## config.mk

```make
export PLATFORM = sky130hd
export DESIGN_NAME = cpu_run_ctrl
export DESIGN_NICKNAME = d
export VERILOG_FILES = /design/src/rtl/cpu_run_pkg.sv /design/src/rtl/bp_match_unit.sv /design/src/rtl/cpu_run_ctrl.sv
export SDC_FILE = /design/constraint.sdc
export NUM_CORES = 1
export LEC_CHECK = 0
export BUFFER_PORTS_ARGS = -buffer_cell sky130_fd_sc_hd__buf_2
export CAP_MARGIN = 5
export CORE_MARGIN = 3
export CORE_UTILIZATION = 45
export DETAILED_ROUTE_END_ITERATION = 7
export MAX_ROUTING_LAYER = met4
export SLEW_MARGIN = 20
export SYNTH_ARGS = -nofsm -noshare
export SYNTH_HDL_FRONTEND = slang
export SYNTH_SLANG_ARGS = --single-unit
export TNS_END_PERCENT = 30
```

## constraint.sdc

```tcl
create_clock -name clk_cpu -period 3.9 [get_ports clk_cpu]
set_input_delay 0.585 -clock clk_cpu [delete_from_list [all_inputs] [get_ports clk_cpu]]
set_output_delay 0.585 -clock clk_cpu [all_outputs]
set_load 0.03 [all_outputs]
```

## src/rtl/cpu_run_pkg.sv

```systemverilog
// Shared encodings for the CPU run/reset/debug controller.
package cpu_run_pkg;

    // Command opcodes carried on cmd_op; 6 and 7 are accepted and ignored.
    localparam logic [2:0] OP_RUN      = 3'd0;
    localparam logic [2:0] OP_HALT     = 3'd1;
    localparam logic [2:0] OP_STEP     = 3'd2;
    localparam logic [2:0] OP_SET_BP   = 3'd3;
    localparam logic [2:0] OP_CLR_BP   = 3'd4;
    localparam logic [2:0] OP_SOFT_RST = 3'd5;

    typedef enum logic [1:0] {
        ST_HOLD   = 2'd0,
        ST_HALTED = 2'd1,
        ST_RUN    = 2'd2,
        ST_STEP   = 2'd3
    } run_state_e;

endpackage

```

## src/rtl/bp_match_unit.sv

```systemverilog
// PC breakpoint slots: address/enable registers, parallel compare against
// the live PC and a lowest-index priority encoder.
module bp_match_unit #(
    parameter int NUM_BP = 4,
    parameter int PC_W   = 32,
    parameter int IDX_W  = 2
) (
    input  logic              clk_cpu,
    input  logic              reset,
    input  logic              wr_en,
    input  logic              wr_set,
    input  logic [IDX_W-1:0]  wr_idx,
    input  logic [PC_W-1:0]   wr_addr,
    input  logic [PC_W-1:0]   pc,
    output logic              match,
    output logic [IDX_W-1:0]  idx
);

    logic [NUM_BP-1:0][PC_W-1:0] bp_addr;
    logic [NUM_BP-1:0]           bp_en;
    logic [NUM_BP-1:0]           hit;

    // Slot write/clear; an index with no matching slot falls through untouched.
    always_ff @(posedge clk_cpu) begin
        if (!reset) begin
            bp_en <= '0;
        end else if (wr_en) begin
            for (int i = 0; i < NUM_BP; i++) begin
                if (wr_idx == IDX_W'(i)) begin
                    bp_en[i] <= wr_set;
                    if (wr_set) bp_addr[i] <= wr_addr;
                end
            end
        end
    end

    genvar g;
    generate
        for (g = 0; g < NUM_BP; g++) begin : g_slot
            assign hit[g] = bp_en[g] && (bp_addr[g] == pc);
        end
    endgenerate

    assign match = |hit;

    // Lowest matching slot wins: scan downward so the last hit written is the lowest.
    always_comb begin
        idx = '0;
        for (int i = NUM_BP - 1; i >= 0; i--) begin
            if (hit[i]) idx = IDX_W'(i);
        end
    end

endmodule

```

## src/rtl/cpu_run_ctrl.sv

```systemverilog
// Run/reset/debug controller for the CPU: sequenced reset hold, run/halt/step
// through a clock enable, PC breakpoints and a saturating executed-cycle count.
module cpu_run_ctrl #(
    parameter int RST_CYCLES = 10,
    parameter int NUM_BP     = 4,
    parameter int PC_W       = 32,
    parameter int CNT_W      = 32,
    parameter bit BOOT_RUN   = 1'b0
) (
    input  logic                                     clk_cpu,
    input  logic                                     reset,
    input  logic                                     cmd_valid,
    output logic                                     cmd_ready,
    input  logic [2:0]                               cmd_op,
    input  logic [((NUM_BP > 1) ? $clog2(NUM_BP) : 1)-1:0] cmd_idx,
    input  logic [PC_W-1:0]                          cmd_data,
    input  logic [PC_W-1:0]                          pc,
    output logic                                     cpu_rst,
    output logic                                     cpu_en,
    output logic                                     halted,
    output logic                                     bp_hit,
    output logic [((NUM_BP > 1) ? $clog2(NUM_BP) : 1)-1:0] bp_hit_idx,
    output logic [CNT_W-1:0]                         cycle_cnt
);
    import cpu_run_pkg::*;

    localparam int IDX_W = (NUM_BP > 1) ? $clog2(NUM_BP) : 1;
    localparam int HC_W  = (RST_CYCLES > 1) ? $clog2(RST_CYCLES) : 1;

    run_state_e       state, state_nxt;
    logic [HC_W-1:0]  hold_cnt;
    logic             skip, skip_nxt;
    logic             cmd_acc;
    logic             op_run, op_halt, op_step, op_set, op_clr, op_soft;
    logic             bp_match;
    logic [IDX_W-1:0] bp_idx;
    logic             bp_stop;
    logic             hit_clr;

    // cmd_ready is low exactly while in HOLD, so accepted commands never see HOLD.
    assign cmd_acc = cmd_valid && cmd_ready;
    assign op_run  = cmd_acc && (cmd_op == OP_RUN);
    assign op_halt = cmd_acc && (cmd_op == OP_HALT);
    assign op_step = cmd_acc && (cmd_op == OP_STEP);
    assign op_set  = cmd_acc && (cmd_op == OP_SET_BP);
    assign op_clr  = cmd_acc && (cmd_op == OP_CLR_BP);
    assign op_soft = cmd_acc && (cmd_op == OP_SOFT_RST);

    bp_match_unit #(
        .NUM_BP (NUM_BP),
        .PC_W   (PC_W),
        .IDX_W  (IDX_W)
    ) u_bp (
        .clk_cpu (clk_cpu),
        .reset   (reset),
        .wr_en   (op_set || op_clr),
        .wr_set  (op_set),
        .wr_idx  (cmd_idx),
        .wr_addr (cmd_data),
        .pc      (pc),
        .match   (bp_match),
        .idx     (bp_idx)
    );

    // Next state, clock enable and breakpoint-stop decode.
    always_comb begin
        state_nxt = state;
        cpu_en    = 1'b0;
        skip_nxt  = 1'b0;
        bp_stop   = 1'b0;
        hit_clr   = 1'b0;
        case (state)
            ST_HOLD: begin
                if (hold_cnt == HC_W'(RST_CYCLES - 1))
                    state_nxt = BOOT_RUN ? ST_RUN : ST_HALTED;
            end
            ST_HALTED: begin
                if (op_soft) begin
                    state_nxt = ST_HOLD;
                end else if (op_run) begin
                    state_nxt = ST_RUN;
                    skip_nxt  = 1'b1;
                    hit_clr   = 1'b1;
                end else if (op_step) begin
                    state_nxt = ST_STEP;
                    hit_clr   = 1'b1;
                end
            end
            ST_RUN: begin
                // skip lets execution resume from the address it stopped on
                cpu_en  = !bp_match || skip;
                bp_stop = bp_match && !skip;
                if (op_soft)
                    state_nxt = ST_HOLD;
                else if (bp_stop || op_halt)
                    state_nxt = ST_HALTED;
            end
            ST_STEP: begin
                cpu_en    = 1'b1;
                state_nxt = op_soft ? ST_HOLD : ST_HALTED;
            end
            default: state_nxt = ST_HOLD;
        endcase
    end

    // State, hold counter, sticky hit flag, cycle counter and registered outputs.
    always_ff @(posedge clk_cpu) begin
        if (!reset) begin
            state      <= ST_HOLD;
            hold_cnt   <= '0;
            skip       <= 1'b0;
            bp_hit     <= 1'b0;
            bp_hit_idx <= '0;
            cycle_cnt  <= '0;
            cpu_rst    <= 1'b1;
            cmd_ready  <= 1'b0;
            halted     <= 1'b0;
        end else begin
            state    <= state_nxt;
            skip     <= skip_nxt;
            hold_cnt <= (state == ST_HOLD && state_nxt == ST_HOLD) ? hold_cnt + HC_W'(1) : '0;

            if (op_soft) begin
                bp_hit <= 1'b0;
            end else if (bp_stop) begin
                bp_hit     <= 1'b1;
                bp_hit_idx <= bp_idx;
            end else if (hit_clr) begin
                bp_hit <= 1'b0;
            end

            if (op_soft)
                cycle_cnt <= '0;
            else if (cpu_en && (cycle_cnt != '1))
                cycle_cnt <= cycle_cnt + CNT_W'(1);

            cpu_rst   <= (state_nxt == ST_HOLD);
            cmd_ready <= (state_nxt != ST_HOLD);
            halted    <= (state_nxt == ST_HALTED);
        end
    end

endmodule

```

After elaboration in Yosys (flattened, before gate mapping)
Index checks and enable logic that the tools add are counted.
{"block": "totals", "regBits": 177, "out_inout_bits": 39, "word_cells": 99}
{"block": "classes", "n_reduce_logical": 38, "addsub": 2, "n_bitwise": 3, "muxes": 21, "eq_ne": 18}
{"operator": "32-bit equality test", "n": 4}
{"operator": "32-bit by 1-bit adder with 32-bit output (second input constant)", "n": 1}
{"operator": "32-bit inequality test (second input constant)", "n": 1}
{"operator": "2-bit 2-to-1 mux", "n": 10}
{"operator": "4-bit AND reduction", "n": 4}
{"operator": "1-bit logical AND", "n": 14}
{"operator": "2-bit AND reduction", "n": 6}
{"operator": "1-bit 2-to-1 mux", "n": 9}
{"operator": "2-bit equality test (second input constant)", "n": 4}
{"operator": "2-bit case mux with 4 select lines", "n": 1}
{"operator": "2-bit by 1-bit equality test with 1-bit output (second input constant)", "n": 3}
{"operator": "3-bit by 2-bit equality test with 1-bit output (second input constant)", "n": 2}
{"operator": "3-bit equality test (second input constant)", "n": 2}
{"operator": "2-bit zero test", "n": 3}
{"operator": "4-bit by 1-bit adder with 4-bit output (second input constant)", "n": 1}
{"operator": "4-bit equality test (second input constant)", "n": 1}
{"operator": "2-bit nonzero test", "n": 2}
{"operator": "4-bit OR reduction", "n": 1}
{"operator": "3-bit by 1-bit equality test with 1-bit output (second input constant)", "n": 1}
{"operator": "3-bit zero test", "n": 1}
{"operator": "1-bit logical OR", "n": 3}
{"operator": "1-bit inverter", "n": 3}
{"operator": "3-bit OR reduction", "n": 1}
{"operator": "1-bit zero test", "n": 2}
{"operator": "2 further kinds", "n": 2}

Logic depth before layout (Yosys ltp)
Gate-level depths: netlist of the first run.
{"block": "depth", "depth_word": 11, "mapped_depth": 9}

By module
From an unflattened synthesis of the first run, not the netlist that was laid out.
{"block": "unflattened", "cells_unflattened": 602, "area_unflattened_um2": 7713.6}
{"module": "bp_match_unit", "cells_each": 336, "area_each_um2": 5515.3, "seq_area_each_um2": 3923.8, "instances": 1}
{"module": "cpu_run_ctrl", "cells_each": 266, "area_each_um2": 2198.4, "seq_area_each_um2": 900.9, "instances": 1}

Least setup slack after synthesis of the first run
OpenSTA, ideal clock, no wires.
{"block": "synth_timing", "path_type": "input -> register", "startpoint": "input cmd_op[0]", "endpoint": "register u_bp.bp_addr[0] (netlist name) (enable)", "path_slack_ps": 279, "t_arrival_ps": 3158, "cell_stages": 3, "path_cell_list": "nor2b_1 > nand2_1 > nor3_1"}
{"block": "synth_between", "elab_chain_len": 4, "word_cells_on_any_way": 6}
{"element": "start, declared", "line_no": "cpu_run_ctrl.sv:14", "text": "input logic [2:0] cmd_op,"}
{"element": "3-bit by 2-bit equality test with 1-bit output / 3-bit equality test (equally long branches)", "line_no": "cpu_run_ctrl.sv:45, cpu_run_ctrl.sv:46"}
{"element": "1-bit logical AND (on tied branches)", "line_no": "cpu_run_ctrl.sv:45, cpu_run_ctrl.sv:46"}
{"element": "1-bit logical OR", "line_no": "cpu_run_ctrl.sv:56", "text": ".wr_en (op_set || op_clr),"}
{"element": "4-bit AND reduction (no source line) (*)"}
{"element": "end signal, assigned by index", "line_no": "bp_match_unit.sv:31", "text": "if (wr_set) bp_addr[i] <= wr_addr;"}
{"element": "end, declared", "line_no": "bp_match_unit.sv:19", "text": "logic [NUM_BP-1:0][PC_W-1:0] bp_addr;"}
Every way passes the cells marked *; elsewhere a longest branch is shown, timed or not.
A chain may end at the register's enable or synchronous reset.

Final worst setup path of the first run
{"block": "layout_timing", "startpoint": "register u_bp.bp_addr[74] (netlist name)", "endpoint": "output cpu_en"}
{"block": "layout_between", "elab_chain_len": 6}
{"element": "32-bit equality test", "line_no": "bp_match_unit.sv:40", "text": "assign hit[g] = bp_en[g] && (bp_addr[g] == pc);"}
{"element": "1-bit logical AND", "line_no": "bp_match_unit.sv:40"}
{"element": "4-bit OR reduction", "line_no": "bp_match_unit.sv:44", "text": "assign match = |hit;"}
{"element": "1-bit zero test", "line_no": "cpu_run_ctrl.sv:91", "text": "cpu_en = !bp_match || skip;"}
{"element": "1-bit logical OR", "line_no": "cpu_run_ctrl.sv:91"}
{"element": "1-bit case mux with 2 select lines", "line_no": "cpu_run_ctrl.sv:72", "text": "case (state)"}
{"element": "end, declared", "line_no": "cpu_run_ctrl.sv:19", "text": "output logic cpu_en,"}
No other way between the ends.

==> summary.md, run 1 <==
| Metric | Value |
|---|---|
| Outcome | `finished clean` |
| YS warnings | `0` |
| Worst slew pin tran | `roughly 0.66 ns` |
| CP endpoint kind | `output pin` |
| Number of routed nets with antenna violations | `0` |
| Placed cell area | `approximately 8900 um2` |
| GRT Total Usage | `a little under a quarter` |
| Starting Density | `46.4%` |
| Crit start category | `flip-flop` |
| Synth Register Bits | `177` |
| Crit path required time | `about 3.3 ns` |
| Vias in the first global route | `5840` |
| Die Wd | `140 um` |
| Hold Buf Count CTS | `0` |
| # port buffers | `between 100 and 150` |
| Critical-path cell list | `xor2_1 > nor4_1 > nand4_1 > or4_4 > a41oi_4 > nor2b_1 > buf_2` |
| Crit Path Class | `flip-flop to output pin` |
| Post-Syn Nets | `741` |
| Multi-input gate area | `3160 um2` |
| Final setup fails | `0` |
| Clock sink count | `177` |
| Top FF cell, synth | `edfxtp_1` |
| Maximum Capacitance Violations | `0` |
| Max incr delay on CP | `0.61 ns` |
| Post-synthesis cell count | `666` |
| Layout fillers | `1501` |
| # resized after CTS | `0` |
| Clock buffer depth | `2` |
| Leak | `3.31 nW` |
| Commonest cells in the netlist | `edfxtp_1, xor2_1, dfxtp_1, nor4_1, a21oi_1` |
| Synth area leaders | `edfxtp_1, xor2_1, dfxtp_1` |
| Final setup TNS | `0 ns` |
| Max-Slew Margin vs Limit | `between 50% and 60%` |
| Largest net degree at the start of global routing | `46` |
| First-pass GRT wire length | `33.1 mm` |
| Fraction of registers with async set/reset | `0%` |
| Critical path arrival | `2.84 ns` |
| CTS buffer count | `17` |
| Die height | `140 um` |
| Area leader, netlist | `edfxtp_1` |
| RSZ-0062 raised after global routing | `no` |
| Dpl hpwl | `between 15 and 20 mm` |
| Placer Congestion | `0.933` |
| Post-DR vias/cell | `5.74` |
| Total Power | `3.93 mW` |
| Final Hold Viols | `0` |
| Mapped Area | `8080 um2` |
| Critical path's top delay family | `simple AND/OR/NAND/NOR gates` |
| Crit path max-delay cell type | `or4_4` |
| Number of flops mapped to enable cells by yosys | `between 100 and 150` |
| Nets | `865` |
| Initial antenna violation count | `2` |
| Area delta synth->final | `17.6%` |
| Final Max Slew Viols | `0` |
| Via count | `5906` |
| Top-count cell post-synth | `edfxtp_1` |
| Core area | `17400 um2` |
| Avg Inst Size Synth | `12.1 um2` |
| # IOs | `111` |
| Placement Setup Slack | `0.627 ns` |
| Fmax | `a little under 300 MHz` |
| Fin util | `54.5%` |
| Clk_lat worst skew | `0.43 ns` |
| Crit Path Max Fanout | `3` |
| Routed wire per std cell | `20.9 um` |
| Period utilisation layout | `~88%` |
| Register Area | `approximately 4800 um2` |
| Die Area | `19600 um2` |
| H-tree depth | `4` |
| Period minus WS final | `3.43 ns` |
| Site row count | `between 40 and 50` |
| Post-synth cell types | `43` |
| Hold Crit Class | `input port to flip-flop` |
| Gr ovfl total | `0` |
| Setup Buffers After CTS | `0` |
| Drt total wl | `21.5 mm` |
| Post-Route Skew | `0.0111 ns` |
| DRT Pass-1 Iters | `5` |
| CTS tree | `built` |
| DRC viols | `0` |
| Final worst slack | `0.472 ns` |
| Sequential share of the synthesized area | `59.7%` |
| Max VDD drop | `0.323 mV` |
| Finished layout cell area | `9500 um2` |
| Top cell type's share of synthesized area | `~48%` |
| Share of layout cells above drive strength 1 | `20.3%` |
| Clock Pin Slew Worst Setup and Hold Paths | `0.07 ns` |
| Worst Path Buf+Inv | `1` |
| DR iter-0 viols | `418` |
| Root buf cell | `clkbuf_16` |
| Cell Pwr Density | `414 nW/um2` |
## kinds of logic after synthesis
family | share of synthesized area, %
buffers and inverters | 1.32
muxes | 0.372
DFF | 59.7
xor gates and xnor gates | 14.1
adders and majority gates | 0.465
AOI/OAI and AO/OA | 5.96
and+or+nand+nor | 18.1
## final timing paths
| path | depth (start not counted) | from | end | slack [ns] |
|---|---|---|---|---|
| hold reg to reg | 2 | bp_hit_idx[0] | bp_hit_idx[0] | 0.46 |
| hold / removal | 1 | cmd_data[6] | u_bp.bp_addr[38] | 0.36 |
| setup / recovery | 7 | u_bp.bp_addr[74] | cpu_en | 0.47 |
| setup reg to reg | 8 | u_bp.bp_addr[74] | cycle_cnt[21] | 0.95 |
## where the power goes
group          switching (mW)  internal, mW  total (mW)
sequential            0.00257          2.01        2.02
combinational           0.139        0.0702       0.209
clock                   0.744         0.959        1.70
total                   0.885          3.04        3.93
## state kept, by name, summed over array words and instances, names as in the netlist, 2 cells and up
signal	cells
u_bp.bp_addr	128
cycle_cnt	32
hold_cnt	4
u_bp.bp_en	4
bp_hit_idx	2
state	2
## layout make-up
type / instances / share of cell area [%]
clock inverter: 12 / 1.58
timing repair buffer: 120 / 6.59
sequential: 177 / 50.8
clock buffer: 19 / 4.56
tap: 225 / 2.96
multi-input combinational: 470 / 33.3
antenna: 2 / 0.0527
inverter: 4 / 0.158
## cells in the final DEF (no fill, tap or decap), drive strengths merged, types with 5 or more instances in the layout
| cell type | count |
|---|---|
| a21oi | 35 |
| and2 | 8 |
| and3 | 9 |
| buf | 120 |
| clkbuf | 19 |
| dfxtp | 49 |
| edfxtp | 128 |
| inv | 10 |
| nand2 | 31 |
| nand3 | 24 |
| nand4 | 26 |
| nand4b | 5 |
| nor2 | 19 |
| nor3 | 10 |
| nor4 | 49 |
| o21ai | 32 |
| o31ai | 5 |
| or3 | 34 |
| or4 | 14 |
| xnor2 | 15 |
| xor2 | 115 |
## stage by stage
stage / std cells / hold WS, ns
6_report: 1029 / 0.365
5_1_grt: 1029 / 0.351
4_1_cts: 1027 / 0.349
3_5_place_dp: 996 / 0.461
3_3_place_gp: 996 / 0.441
2_1_floorplan: 666 / 0.433
## per-layer routing
metal	GRT usage [%]	vias up	routed length [um]
met4	7.70	0	567
li1	-	2781	-
met2	35.7	233	10200
met5	-	-	0
met3	4.75	39	1410
met1	29.8	2853	9320
Note: power is estimated with default switching activity, not from simulation.
==> inputs of run 2 (changes only) <==
- CAP_MARGIN: 5 -> not set
- PLACE_DENSITY: not set -> 0.62
==> summary.md, run 2 (same netlist as run 1, synthesis figures left out) <==
| Metric | Value |
|---|---|
| Initial antenna violation count | `0 (was 2)` |
| Number of routed nets with antenna violations | `0 (unchanged)` |
| Area delta synth->final | `17.1% (was 17.6%)` |
| DR iter-0 viols | `356 (was 418)` |
| Most common cell after layout, fill and taps aside | `edfxtp_1 (unchanged)` |
| Crit Path Class | `flip-flop to output pin (unchanged)` |
| Nets | `861 (was 865)` |
| Site row count | `48 (unchanged)` |
| Top Registers | `u_bp.bp_addr: 128 flops, cycle_cnt: 32 flops (unchanged)` |
| Largest net degree at the start of global routing | `63 (was 46)` |
| DR top layer | `met4 (unchanged)` |
| Critical path arrival | `2.81 ns (was 2.84 ns)` |
| Cell Pwr Density | `410 nW/um2 (was 414 nW/um2)` |
| RSZ-0062 raised after global routing | `no (unchanged)` |
| Final setup fails | `0 (unchanged)` |
| Final Max Slew Viols | `0 (unchanged)` |
| Setup Buffers After CTS | `0 (unchanged)` |
| Final setup TNS | `0 ns (unchanged)` |
| Commonest cells after routing, fill and taps aside | `edfxtp_1, xor2_1, buf_2, nor4_1, dfxtp_1 (unchanged)` |
| # port buffers | `110 (unchanged)` |
| H-tree depth | `4 (unchanged)` |
| Die Area | `19600 um2 (unchanged)` |
| Crit Path Max Fanout | `2 (was 3)` |
| Via count | `5787 (was 5906)` |
| Max VDD drop | `0.310 mV (was 0.323 mV)` |
| ANT cells | `0 (was 2)` |
| # IOs | `111 (unchanged)` |
| Placed cell area | `8890 um2 (was 8910 um2)` |
| Met1 WL | `9.50 mm (was 9.32 mm)` |
| Maximum Capacitance Violations | `0 (unchanged)` |
| DRT Pass-1 Iters | `5 (unchanged)` |
| Max-Slew Margin vs Limit | `54.1% (was 55.8%)` |
| Starting Density | `46.4% (unchanged)` |
| Fmax | `294 MHz (was 292 MHz)` |
| CP endpoint kind | `output pin (unchanged)` |
| DRC viols | `0 (unchanged)` |
| Post-DR vias/cell | `5.65 (was 5.74)` |
| Root buf cell | `clkbuf_16 (unchanged)` |
| Clock buffer depth | `2 (unchanged)` |
| Vias in the first global route | `5748 (was 5840)` |
| Placer Congestion | `0.912 (was 0.933)` |
| Share of layout cells above drive strength 1 | `20.0% (was 20.3%)` |
| CTS tree | `built (unchanged)` |
| Hold Crit Class | `input port to flip-flop (unchanged)` |
| Crit start category | `flip-flop (unchanged)` |
| Crit path required time | `3.31 ns (about the same)` |
| Clock sink count | `177 (unchanged)` |
| Routed wire per std cell | `21.0 um (was 20.9 um)` |
| Final worst slack | `0.503 ns (was 0.472 ns)` |
| Clk_lat worst skew | `0.43 ns (about the same)` |
| Die Wd | `140 um (unchanged)` |
| Hold Buf Count CTS | `0 (unchanged)` |
| Total Power | `3.88 mW (was 3.93 mW)` |
| Met3 WL post-DR | `1.17 mm (was 1.41 mm)` |
| Outcome | `finished clean (unchanged)` |
| Cells on worst reg2reg path | `8 (unchanged)` |
| Dpl hpwl | `16.0 mm (was 16.1 mm)` |
| # resized after CTS | `0 (unchanged)` |
| CTS buffer count | `17 (unchanged)` |
| Leak | `3.28 nW (was 3.31 nW)` |
| Period utilisation layout | `87.1% (was 87.9%)` |
| Finished layout cell area | `9460 um2 (was 9500 um2)` |
| Gr ovfl total | `0 (unchanged)` |
| Placement Setup Slack | `0.535 ns (was 0.627 ns)` |
| Core area | `17400 um2 (unchanged)` |
| Worst slew pin tran | `0.688 ns (was 0.661 ns)` |
| Period minus WS final | `3.40 ns (was 3.43 ns)` |
| Hold Path Depth | `1 (unchanged)` |
| Post-Route Skew | `0.00890 ns (was 0.0111 ns)` |
| First-pass GRT wire length | `33.3 mm (was 33.1 mm)` |
| Drt total wl | `21.5 mm (about the same)` |
| Final Hold Viols | `0 (unchanged)` |
| GRT Total Usage | `23.0% (was 22.8%)` |
| Clock Pin Slew Worst Setup and Hold Paths | `0.07 ns (about the same)` |
| Max reg flops | `128 (unchanged)` |
| Die height | `140 um (unchanged)` |
| Routed wl met2 | `10.5 mm (was 10.2 mm)` |
| Largest Register | `u_bp.bp_addr (unchanged)` |
-- run 2: area by class of cell --
cell class	count	area [um2]
Clock buffer	18	429
Clock inverter	14	140
Fill cell	1523	7950
Inverter	4	15.0
Multi-Input combinational cell	470	3180
Sequential cell	177	4820
Tap cell	225	282
Timing Repair Buffer	116	596
-- run 2: through the flow --
stage	std cells	hold slack (ns)	utilization (%)
5_1_grt	1024	0.354	54.3
2_1_floorplan	666	0.433	-
4_1_cts	1024	0.347	54.3
6_report	1024	0.366	54.3
3_3_place_gp	992	0.445	51.0
3_5_place_dp	992	0.457	51.0
-- run 2: worst max-delay path, stage by stage, from the launching register on --
cell      delay, ns
edfxtp_1       0.38
xor2_1         0.20
nor4_1         0.45
nand4_1        0.21
or4_1          0.65
a41oi_4        0.23
nor2b_1        0.08
buf_2          0.18
-- run 2: per-layer routing --
metal / vias up / GRT usage, %
li1: 2770 / -
met1: 2823 / 29.9
met2: 175 / 36.5
met3: 19 / 5.12
met4: 0 / 6.27
met5: - / -
-- run 2: where the power goes --
group | internal [mW] | total, mW | switching, mW
Sequential | 2.02 | 2.02 | 0.00252
Combinational | 0.0701 | 0.208 | 0.138
Clock | 0.940 | 1.66 | 0.716
Total | 3.03 | 3.88 | 0.856
-- run 2: final timing paths --
check | start | endpoint | slack [ns]
worst max-delay path | u_bp.bp_addr[18] | cpu_en | 0.50
worst min-delay path | cmd_data[23] | u_bp.bp_addr[55] | 0.37
worst max register to register | u_bp.bp_addr[18] | cycle_cnt[6] | 0.87
worst min register to register | hold_cnt[0] | hold_cnt[0] | 0.47
==> inputs of run 3 (changes only) <==
- REMOVE_ABC_BUFFERS: not set -> 1
==> summary.md, run 3 (same netlist as run 1, synthesis figures left out) <==
| Metric | Value |
|---|---|
| Outcome | `finished clean (unchanged)` |
| Via count | `5842 (was 5787)` |
| Final setup fails | `0 (unchanged)` |
| CP endpoint kind | `output pin (unchanged)` |
| Hold Path Depth | `1 (unchanged)` |
| Placed instance count | `994 (was 992)` |
| Vias in the first global route | `5857 (was 5748)` |
| Final std cells w/o fill | `1024 (unchanged)` |
| RSZ-0062 raised after global routing | `no (unchanged)` |
| Critical path's top delay family | `simple AND/OR/NAND/NOR gates (unchanged)` |
| Finished layout cell area | `9450 um2 (was 9460 um2)` |
| Crit start category | `flip-flop (unchanged)` |
| Worst Path Buf+Inv | `1 (unchanged)` |
| Area delta synth->final | `17.0% (was 17.1%)` |
| End of the worst hold path | `u_bp.bp_addr[106] (was u_bp.bp_addr[55])` |
| Hold Buf Count CTS | `0 (unchanged)` |
| Routed wire per std cell | `20.8 um (was 21.0 um)` |
| Largest Register | `u_bp.bp_addr (unchanged)` |
| Leak | `3.29 nW (was 3.28 nW)` |
| Crit Path Max Fanout | `2 (unchanged)` |
| Share of layout cells above drive strength 1 | `20.3% (was 20.0%)` |
| Largest net degree at the start of global routing | `63 (unchanged)` |
| Critical-path cell list | `xnor2_1 > nor4b_1 > nand4_1 > or4_1 > a41oi_4 > nor2b_1 > buf_2 (was xor2_1 > nor4_1 > nand4_1 > or4_1 > a41oi_4 > nor2b_1 > buf_2)` |
| CTS buffer count | `17 (unchanged)` |
| Core area | `17400 um2 (unchanged)` |
| Top Registers | `u_bp.bp_addr: 128 flops, cycle_cnt: 32 flops (unchanged)` |
| Cell Pwr Density | `408 nW/um2 (was 410 nW/um2)` |
| Clock Pin Slew Worst Setup and Hold Paths | `0.07 ns (about the same)` |
| Number of routed nets with antenna violations | `0 (unchanged)` |
| R2R Setup Slk | `0.89 ns (was 0.87 ns)` |
| DR iter-0 viols | `414 (was 356)` |
| Drt total wl | `21.3 mm (was 21.5 mm)` |
| # port buffers | `110 (unchanged)` |
| Crit path max-delay cell type | `or4_1 (unchanged)` |
| Placer Congestion | `0.907 (was 0.912)` |
| Final setup TNS | `0 ns (unchanged)` |
| Die Wd | `140 um (unchanged)` |
| Register Area | `4820 um2 (unchanged)` |
| ANT cells | `0 (unchanged)` |
| Critical path arrival | `2.79 ns (was 2.81 ns)` |
| Initial antenna violation count | `0 (unchanged)` |
| Setup Buffers After CTS | `0 (unchanged)` |
| Die Area | `19600 um2 (unchanged)` |
| Placed cell area | `8890 um2 (unchanged)` |
| Placement Setup Slack | `0.558 ns (was 0.535 ns)` |
| Clk_lat worst skew | `0.43 ns (about the same)` |
| Max incr delay on CP | `0.65 ns (about the same)` |
| Worst slew pin tran | `0.690 ns (was 0.688 ns)` |
| Site row count | `48 (unchanged)` |
| Most common cell after layout, fill and taps aside | `edfxtp_1 (unchanged)` |
| Layout fillers | `1536 (was 1523)` |
| Final Max Slew Viols | `0 (unchanged)` |
| H-tree depth | `4 (unchanged)` |
| Max VDD drop | `0.325 mV (was 0.310 mV)` |
| Final Hold Viols | `0 (unchanged)` |
| Maximum Capacitance Violations | `0 (unchanged)` |
| # IOs | `111 (unchanged)` |
| Reg-to-reg critical path startpoint | `u_bp.bp_addr[9] (was u_bp.bp_addr[18])` |
| Crit Path Class | `flip-flop to output pin (unchanged)` |
| Root buf cell | `clkbuf_16 (unchanged)` |
| Commonest cells after routing, fill and taps aside | `edfxtp_1, xor2_1, buf_2, nor4_1, dfxtp_1 (unchanged)` |
| DRT Pass-1 Iters | `4 (was 5)` |
| Max reg flops | `128 (unchanged)` |
| Clock sink count | `177 (unchanged)` |
| Gr ovfl total | `0 (unchanged)` |
| Final worst slack | `0.525 ns (was 0.503 ns)` |
| Crit path required time | `3.31 ns (about the same)` |
| Cells on worst reg2reg path | `8 (unchanged)` |
| Starting Density | `46.4% (unchanged)` |
| Clock buffer depth | `2 (unchanged)` |
| Nets | `863 (was 861)` |
| Hold Crit Class | `input port to flip-flop (unchanged)` |
| Die height | `140 um (unchanged)` |
| Post-Route Skew | `0.00981 ns (was 0.00890 ns)` |
| First-pass GRT wire length | `32.7 mm (was 33.3 mm)` |
| HP Start | `cmd_data[10] (was cmd_data[23])` |
| Fmax | `296 MHz (was 294 MHz)` |
| Multi-input gate area | `3160 um2 (was 3180 um2)` |
| DRC viols | `0 (unchanged)` |
| Dpl hpwl | `15.9 mm (was 16.0 mm)` |
| Reg2reg end | `cycle_cnt[6] (unchanged)` |
| Period utilisation layout | `86.5% (was 87.1%)` |
| Period minus WS final | `3.38 ns (was 3.40 ns)` |
| CTS tree | `built (unchanged)` |
| GRT Total Usage | `22.5% (was 23.0%)` |
| # resized after CTS | `0 (unchanged)` |
| Post-DR vias/cell | `5.71 (was 5.65)` |
| Max-Slew Margin vs Limit | `53.9% (was 54.1%)` |
==> run 3: layer usage <==
layer  vias up  routed length, um  global-route usage (%)
met3        30               1320                    4.54
li1       2778                  -                       -
met1      2837               8700                    27.7
met5         -                  0                       -
met2       197              10700                    37.4
met4         0                527                    7.45
==> run 3: cell type report <==
cell class                 count  area share, %
multi-input combinational    470           33.5
clock inverter                13           1.38
clock buffer                  17           4.50
inverter                       4          0.159
sequential                   177           51.1
timing repair buffer         118           6.46
tap                          225           2.98
==> run 3: how the worst max path moves through the flow <==
stage,endpoint,slack [ns],cells past startpoint,startpoint
finish,cpu_en,0.52,7,u_bp.bp_addr[9]
global route,cpu_en,0.35,7,u_bp.bp_addr[9]
CTS,cpu_en,0.51,7,u_bp.bp_addr[9]
detailed placement,cycle_cnt[6],0.56,9,pc[9]
global placement,cpu_en,0.69,8,pc[10]
floorplan,u_bp.bp_addr[0],0.28,3,cmd_op[0]
==> run 3: through the flow <==
step           power [mW]  util (%)  hold WS [ns]
2_1_floorplan        2.14         -         0.433
3_3_place_gp         2.26      51.0         0.440
3_5_place_dp         2.26      51.0         0.468
4_1_cts              3.88      54.2         0.349
5_1_grt              3.99      54.3         0.349
6_report             3.86      54.3         0.367
==> run 3: report_power, final <==
part,switching [mW],total (mW),leakage (nW),internal (mW)
Sequential,0.00275,2.02,1.55,2.01
Clock,0.747,1.63,0.270,0.887
Combinational,0.136,0.207,1.47,0.0701
Total,0.887,3.86,3.29,2.97
